==> src/rtl/hazard_ctrl.sv <==
// Decode-stage hazard sequencer: load-use bubbles, data-miss freeze and
// post-redirect squash, with stall-cycle and flush-event counters.
module hazard_ctrl #(
   parameter int FLUSH_CYCLES = 2,
   parameter int TIMEOUT      = 1024,
   parameter int CNT_W        = 32
) (
   input  logic             clk,
   input  logic             rst,
   input  logic [4:0]       id_rs1,
   input  logic [4:0]       id_rs2,
   input  logic             id_uses_rs1,
   input  logic             id_uses_rs2,
   input  logic [4:0]       ex_rd,
   input  logic             ex_mem_rr,
   input  logic             ex_redirect,
   input  logic             mem_miss,
   input  logic             mem_done,
   output logic             pc_stall,
   output logic             dec_stall,
   output logic             dec_bubble,
   output logic             mem_timeout,
   output logic [CNT_W-1:0] stall_cycles,
   output logic [CNT_W-1:0] flush_events
);

   localparam int WC_W = (TIMEOUT > 2) ? $clog2(TIMEOUT) : 1;
   localparam int FC_W = $clog2(FLUSH_CYCLES + 1);

   typedef enum logic [1:0] {ST_RUN, ST_MEM_WAIT, ST_FLUSH} state_t;

   state_t           state_q, state_d;
   logic [FC_W-1:0]  flush_cnt_q, flush_cnt_d;
   logic             pend_redirect_q, pend_redirect_d;
   logic [WC_W-1:0]  wait_cnt_q, wait_cnt_d;
   logic             mem_timeout_q, mem_timeout_d;
   logic [CNT_W-1:0] stall_cycles_q, stall_cycles_d;
   logic [CNT_W-1:0] flush_events_q, flush_events_d;
   logic             lu;

   // x0 is hardwired zero, so a load targeting it can never create a hazard.
   assign lu = ex_mem_rr && (ex_rd != 5'd0) &&
               ((id_uses_rs1 && (id_rs1 == ex_rd)) ||
                (id_uses_rs2 && (id_rs2 == ex_rd)));

   always_comb begin
      state_d         = state_q;
      flush_cnt_d     = flush_cnt_q;
      pend_redirect_d = pend_redirect_q;
      wait_cnt_d      = wait_cnt_q;
      mem_timeout_d   = mem_timeout_q;
      flush_events_d  = flush_events_q;
      pc_stall        = 1'b0;
      dec_stall       = 1'b0;
      dec_bubble      = 1'b0;

      case (state_q)
         ST_RUN: begin
            if (mem_miss) begin
               pc_stall   = 1'b1;
               dec_stall  = 1'b1;
               state_d    = ST_MEM_WAIT;
               wait_cnt_d = '0;
               if (ex_redirect) pend_redirect_d = 1'b1;
            end else if (ex_redirect) begin
               dec_bubble     = 1'b1;
               flush_events_d = flush_events_q + CNT_W'(1);
               if (FLUSH_CYCLES > 1) begin
                  state_d     = ST_FLUSH;
                  flush_cnt_d = FC_W'(FLUSH_CYCLES - 1);
               end
            end else if (lu) begin
               pc_stall   = 1'b1;
               dec_stall  = 1'b1;
               dec_bubble = 1'b1;
            end
         end

         ST_MEM_WAIT: begin
            pc_stall  = 1'b1;
            dec_stall = 1'b1;
            if (ex_redirect) pend_redirect_d = 1'b1;
            if (mem_done) begin
               if (pend_redirect_q || ex_redirect) begin
                  pend_redirect_d = 1'b0;
                  flush_events_d  = flush_events_q + CNT_W'(1);
                  state_d         = ST_FLUSH;
                  flush_cnt_d     = FC_W'(FLUSH_CYCLES);
               end else begin
                  state_d = ST_RUN;
               end
            end else if (wait_cnt_q == WC_W'(TIMEOUT - 1)) begin
               mem_timeout_d = 1'b1;
            end else begin
               wait_cnt_d = wait_cnt_q + WC_W'(1);
            end
         end

         ST_FLUSH: begin
            dec_bubble  = 1'b1;
            flush_cnt_d = flush_cnt_q - FC_W'(1);
            if (flush_cnt_q <= FC_W'(1)) state_d = ST_RUN;
         end

         default: state_d = ST_RUN;
      endcase

      stall_cycles_d = pc_stall ? stall_cycles_q + CNT_W'(1) : stall_cycles_q;
   end

   always_ff @(posedge clk or posedge rst) begin
      if (rst) begin
         state_q         <= ST_RUN;
         flush_cnt_q     <= '0;
         pend_redirect_q <= 1'b0;
         wait_cnt_q      <= '0;
         mem_timeout_q   <= 1'b0;
         stall_cycles_q  <= '0;
         flush_events_q  <= '0;
      end else begin
         state_q         <= state_d;
         flush_cnt_q     <= flush_cnt_d;
         pend_redirect_q <= pend_redirect_d;
         wait_cnt_q      <= wait_cnt_d;
         mem_timeout_q   <= mem_timeout_d;
         stall_cycles_q  <= stall_cycles_d;
         flush_events_q  <= flush_events_d;
      end
   end

   assign mem_timeout  = mem_timeout_q;
   assign stall_cycles = stall_cycles_q;
   assign flush_events = flush_events_q;

endmodule

==> config.mk <==
export PLATFORM = sky130hd
export DESIGN_NAME = hazard_ctrl
export DESIGN_NICKNAME = d
export VERILOG_FILES = /design/src/rtl/hazard_ctrl.sv
export SDC_FILE = /design/constraint.sdc
export NUM_CORES = 1
export LEC_CHECK = 0
export ABC_AREA = 0
export BUFFER_PORTS_ARGS = -buffer_cell sky130_fd_sc_hd__buf_2
export CAP_MARGIN = 20
export CORE_ASPECT_RATIO = 0.6
export CORE_MARGIN = 5
export CORE_UTILIZATION = 49
export DETAILED_ROUTE_END_ITERATION = 8
export PLACE_DENSITY = 0.76
export REMOVE_ABC_BUFFERS = 1
export SLEW_MARGIN = 5
export SYNTH_ARGS = -nofsm -noshare
export SYNTH_HDL_FRONTEND = slang
export SYNTH_SLANG_ARGS = --single-unit
==> constraint.sdc <==
create_clock -name clk -period 2.2 [get_ports clk]
set_input_delay 0.22 -clock clk [delete_from_list [all_inputs] [get_ports clk]]
set_output_delay 0.22 -clock clk [all_outputs]
set_load 0.02 [all_outputs]
==> flow_summary.ini, run 1 <==
[clock_tree]
clock-sinks = 80
path_clk_slew_ps = 60
clkLatencyLatePin_ps = 340
cts.path.max_buffers = 2
cts_htree_levels = 3
cts_buffers = 9
cts_tree = yes
clockRootBuffer = clkbuf_16

[outcome]
status = complete, no violations

[routing]
first_pass_iters = 5
route.detailed.drc = 0
vias = 3538
wl_per_cell_um = 16.1
drt_iter0_drc = 292
drt-total-wl_um = 10500
ant_nets = 0
via_per_inst = 5.43

[sta]
timing.final.hold_violations = 0
finalSetupTns_ps = 0
layout_min_cycle_time_ps = 2120
drv_slew = 0
max_slew.worst_pin.slew_ps = 505
relSlewSlack_pct = 66.3
worst_slack_ps = 78.9
worst_hold_slack_ps = 165
finalCritPeriodShare_pct = 96.4
skew_ps = 7.17
fmax_mhz = 471
setup_viol = 0

[yosys]
synth.most_common_cell = dfrtp_1
yosysSeqAreaShare_pct = 48.4
synth_flop_cell = dfrtp_1
mappedNetlistArea_mm2 = 0.00414
synth-edff-count = 0
async_reset_ff_share_pct = 100
synth_cell_types = 48
yosysWarnings = 0
syn_avg_cell_area_um2 = 9.96
syn_inst = 415
synth_commonest_cells = dfrtp_1 (80), nand2_1 (45), xor2_1 (40), nand3_1 (32), xnor2_1 (32)
synth_top_area_share_pct = 48.4
ys_ff_latch = 80
synth.largest_area_cell = dfrtp_1
synth_top_cells_by_area = dfrtp_1 (48%), xor2_1 (8.5%), xnor2_1 (6.8%)

[grt]
antenna_found_initial = 0
grt_util_all_layers_pct = 20.8
grt_pass1_vias = 3456
grt_pass1_wl_um = 17100
overflow = 0
grt_max_degree = 42

[critical_path]
critPathCaptureType = register
crit_chain = inv_2 > ha_4 > nand2_1 > o22ai_2 > a22oi_1 > or4b_4 > nor3_2 > xnor2_1
worst_ep_required_time_ps = 2450
cp_max_fo = 8
crit_path_start_kind = register
regToRegSetupSlack_ps = 80
crit_family = simple AND/OR/NAND/NOR gates
path_buf_inv = 1
slowest_delay_ps = 640
rr_endpoint = flush_events[26]
cp.arrival_ps = 2380
crit_start = state_q[1]
reg2regPathDepth = 8
critical_path_class = register to register
r2r-start = state_q[1]
slowest_stage = or4b_4

[floorplan]
die_area_mm2 = 0.0104
core-area_mm2 = 0.00836
initial_utilization_pct = 49.5
rows = 26
pin_count = 91
die_y_um = 81.2
dieWidth_um = 129

[hold_path]
whs_path_depth = 2
whs_endpoint = pend_redirect_q
hold_class = primary input to register
hp-start = mem_done

[placed_design]
portBuffers = 90
dp_slack_ps = 4.36
dpl_cell_area_mm2 = 0.00488
place.gp.congestion = 0.903
dp.final_hpwl_um = 7280

[cells_and_area]
drive_above_1_share_pct = 30.2
stdcell_area_mm2 = 0.00540
nNetsFinal = 565
synthToLayoutAreaGrowth_pct = 30.7
diodes = 0

[power]
peakVddDrop_uv = 707
p_per_area_mw_per_mm2 = 1060
p_leak_nw = 2.50

[job]
cap_violations = 0
## final cells by class
type | instances | area (um^2)
clock buffer | 14 | 274
clock inverter | 2 | 60.1
fill | 668 | 2960
inverter | 19 | 75.1
multi-input combinational | 302 | 2090
sequential | 80 | 2000
tap | 112 | 140
timing repair buffer | 122 | 759
## per-stage QoR
stage | std cells | util, % | power, mW
after floorplan | 401 | - | 3.01
after global placement | 629 | 58.3 | 3.68
after detailed placement | 629 | 58.3 | 3.74
after CTS | 649 | 63.4 | 5.60
after global routing | 651 | 64.6 | 6.01
final | 651 | 64.6 | 5.71
## where the power goes
part / switching, mW / total (mW) / internal [mW]
Sequential: 0.294 / 1.99 / 1.70
Clock: 0.563 / 1.65 / 1.09
Combinational: 1.17 / 2.06 / 0.896
Total: 2.02 / 5.71 / 3.68
## kinds of logic after synthesis
group / count (synthesis) / share of synthesized area (%)
flip-flops: 80 / 48.4
multiplexers: 3 / 0.787
AO/OA/AOI/OAI: 40 / 6.11
adder cells (fa/ha/maj): 8 / 2.42
XOR/XNOR: 72 / 15.2
AND/OR/NAND/NOR: 179 / 23.6
buffers and inverters: 33 / 3.45
## worst reg2reg max path, stage by stage (launching register included)
cell     delay, ps
dfrtp_1        390
inv_2          120
ha_4           170
nand2_1        100
o22ai_2        170
a22oi_1        110
or4b_4         640
nor3_2         190
xnor2_1        160
## how the worst max path moves through the flow
| stage | slack [ps] | end | cells past startpoint |
|---|---|---|---|
| final | 80 | flush_events[26] | 8 |
| after global routing | -40 | flush_events[24] | 8 |
| after CTS | 10 | stall_cycles[21] | 10 |
| after detailed placement | 4 | flush_events[20] | 8 |
| after global placement | 80 | flush_events[28] | 8 |
| after floorplan | -190 | dec_stall | 5 |
## metal layers
metal | vias to the layer above | global-route usage (%) | share of wire, % | wire length [um]
met2 | 160 | 31.2 | 44 | 4590
met3 | 16 | 6.83 | 9.4 | 985
met1 | 1687 | 29.6 | 46 | 4800
met5 | - | 0 | 0 | 0
li1 | 1675 | - | - | -
met4 | 0 | 4.61 | 1.1 | 119
## repair_timing
action                                  CTS  global route
gates resized for setup                   2            19
endpoints found under the setup margin    4            52
gates cloned                              1             0
pin swaps                                 1             3
hold buffers                              1             0
setup buffers                             2             2
hold endpoints to repair                 24             0
## sequential cells by signal, summed over array words and instances (netlist names)
register,flops
state_q,2
mem_timeout,1
pend_redirect_q,1
flush_events,32
flush_cnt_q,2
stall_cycles,32
wait_cnt_q,10
## layout by cell type (no fill, tap or decap), types with 2 or more instances in the layout
cell,n
nor4_2,4
dfrtp_1,79
buf_2,90
inv_1,16
nand3_1,32
xor2_1,40
a31oi_1,2
buf_4,26
nor3_4,2
a32oi_1,2
clkbuf_8,3
or4_1,3
o21ai_0,17
nor4b_1,3
clkbuf_1,2
ha_4,2
and3_1,7
nand2b_1,5
clkbuf_16,9
nor3_2,3
ha_1,6
nand4_1,10
mux2_2,2
nor2_1,22
a21oi_1,6
xnor2_1,32
nor3_1,20
nor2b_1,3
buf_12,3
or3_1,2
nand2_1,44
bufinv_16,2
nor4_1,7
No activity file was read; power rests on OpenSTA's default activity.
==> run 2: changes to the inputs <==
==> config.mk (replaced) <==
export PLATFORM = sky130hd
export DESIGN_NAME = hazard_ctrl
export DESIGN_NICKNAME = d
export VERILOG_FILES = /design/src/rtl/hazard_ctrl.sv
export SDC_FILE = /design/constraint.sdc
export NUM_CORES = 1
export LEC_CHECK = 0
export ABC_AREA = 1
export BUFFER_PORTS_ARGS = -buffer_cell sky130_fd_sc_hd__buf_2
export CAP_MARGIN = 20
export CORE_ASPECT_RATIO = 0.6
export CORE_MARGIN = 5
export CORE_UTILIZATION = 50
export DETAILED_ROUTE_END_ITERATION = 8
export PLACE_DENSITY = 0.75
export REMOVE_ABC_BUFFERS = 1
export SLEW_MARGIN = 10
export SYNTH_ARGS = -nofsm -noshare
export SYNTH_HDL_FRONTEND = slang
export SYNTH_SLANG_ARGS = --single-unit
==> flow_summary.ini, run 2 <==
[outcome]
status = complete, no violations

[floorplan]
core-area_mm2 = 0.00998
pin_count = 91
dieWidth_um = 141
die_area_mm2 = 0.0125
rows = 28
die_y_um = 88.8
initial_utilization_pct = 51.8

[power]
peakVddDrop_uv = 614
power.total_mw = 5.32
p_per_area_mw_per_mm2 = 867
p_leak_nw = 3.15

[yosys]
mappedNetlistArea_mm2 = 0.00517
synth.most_common_cell = nand2_1
synth.largest_area_cell = dfrtp_1
yosysSeqAreaShare_pct = 38.7
ys_ff_latch = 80
async_reset_ff_share_pct = 100
synth_commonest_cells = nand2_1 (256), nor2_1 (81), dfrtp_1 (80), inv_1 (65), nand3_1 (58)
synth_cell_types = 39
synth_top_area_share_pct = 38.7
synth-edff-count = 0
syn_avg_cell_area_um2 = 7.12
syn_inst = 726
synth_flop_cell = dfrtp_1
synth_top_cells_by_area = dfrtp_1 (39%), nand2_1 (19%), nor2_1 (5.9%)
yosysWarnings = 0

[routing]
first_pass_iters = 5
ant_nets = 0
vias = 5038
via_per_inst = 5.23
wl_per_cell_um = 15.2
drt_iter0_drc = 455
route.detailed.drc = 0
drt-total-wl_um = 14600

[sta]
finalCritPeriodShare_pct = 93.3
relSlewSlack_pct = 64.7
skew_ps = 7.33
worst_hold_slack_ps = 176
timing.final.hold_violations = 0
layout_min_cycle_time_ps = 2050
rsz0062_at_grt = no
worst_slack_ps = 146
finalSetupTns_ps = 0
setup_viol = 0
drv_slew = 0
fmax_mhz = 487
max_slew.worst_pin.slew_ps = 529

[clock_tree]
clkLatencyLatePin_ps = 340
cts.path.max_buffers = 2
path_clk_slew_ps = 60
clockRootBuffer = clkbuf_16
cts_htree_levels = 3
clock-sinks = 80
cts_buffers = 9
post-cts-setup-buffer-count = 0
cts_tree = yes

[critical_path]
worst_ep_required_time_ps = 1980
cp.arrival_ps = 1830
critical_path_class = register to primary output
crit_chain = inv_1 > ha_2 > nor2_2 > inv_4 > buf_8 > nand2_2 > inv_1 > buf_2
slowest_stage = dfrtp_1
crit_path_start_kind = register
slowest_delay_ps = 400
cp_max_fo = 33
cpMostUsedCell = inv_1
critPathCaptureType = primary output
regToRegSetupSlack_ps = 290

[cells_and_area]
synthToLayoutAreaGrowth_pct = 18.8
nNetsFinal = 855
mostFrequentLayoutCell = nand2_1
diodes = 0
drive_above_1_share_pct = 19.4
final_cell_mix = nand2_1 (256), buf_2 (90), nor2_1 (81)

[placed_design]
portBuffers = 90
dp_slack_ps = 242
dp.final_hpwl_um = 11600
place.gp.congestion = 0.994

[job]
cap_violations = 0

[grt]
grt_max_degree = 56
grt_util_all_layers_pct = 24.1
grt_pass1_vias = 4645
grt_pass1_wl_um = 23800
antenna_found_initial = 0
overflow = 0

[hold_path]
hold_class = primary input to register
-- run 2: cell count changes after synthesis, sizes merged, moves of 11 or more --
cell	before	now
inv	19	76
nand2	45	264
nor2	22	92
nand3	33	63
nor4	11	0
xnor2	32	20
-- run 2: per-stage QoR --
step	util, %	cells	area (um^2)
3_5_place_dp	58.1	947	5800
3_3_place_gp	58.1	947	5800
5_1_grt	61.5	964	6140
4_1_cts	61.4	964	6130
2_1_floorplan	-	713	5100
6_report	61.5	964	6140
-- run 2: where the power goes --
part / switching [mW] / leakage [nW] / internal [mW]
clock: 0.616 / 0.156 / 0.995
sequential: 0.200 / 1.08 / 1.64
combinational: 1.31 / 1.92 / 0.571
total: 2.12 / 3.15 / 3.20
-- run 2: repair_timing --
item	CTS	global route
resized for setup	1	3
setup endpoints to repair	2	2
endpoints found under the hold margin	25	0
hold buffers	1	0
-- run 2: final timing paths --
path	startpoint	endpoint	depth (start not counted)
worst min-delay path	mem_miss	state_q[0]	3
min in group asynchronous	rst	state_q[0]	3
worst max register to register	state_q[1]	flush_events[25]	11
worst min register to register	mem_timeout	mem_timeout	1
worst max-delay path	state_q[1]	dec_stall	8
max in group asynchronous	rst	stall_cycles[22]	4
-- run 2: cell type report --
type	instances	area [um^2]
well taps	135	169
multi-input cells	557	2810
flip-flops and latches	80	2000
clock inverters	7	95.1
repair buffers	100	548
clock buffers	9	225
fillers	912	3840
inverters	76	292
-- run 2: routing by layer --
metal  global-route usage (%)  part of all wire, %  vias up
met5                        0                    0        -
met4                     5.28                 0.77        0
met3                     8.26                   12       14
met2                     31.6                   38      236
met1                     37.5                   49     2296
li1                         -                    -     2492
-- run 2: kinds of logic after synthesis --
kind of cell	count (synthesis)	share of synthesized area, %
AOI/OAI and AO/OA	33	3.82
buffers and inverters	89	7.01
and+or+nand+nor	466	40.1
adders and majority gates	8	1.94
xor gates and xnor gates	50	8.47
DFF	80	38.7
-- run 2: worst max-delay path, delay by kind of cell, from the launching register on --
family,cells,cell delay [ps]
buf+inv,5,640
simple gates,2,180
fa+ha+maj,1,270
flops,1,400
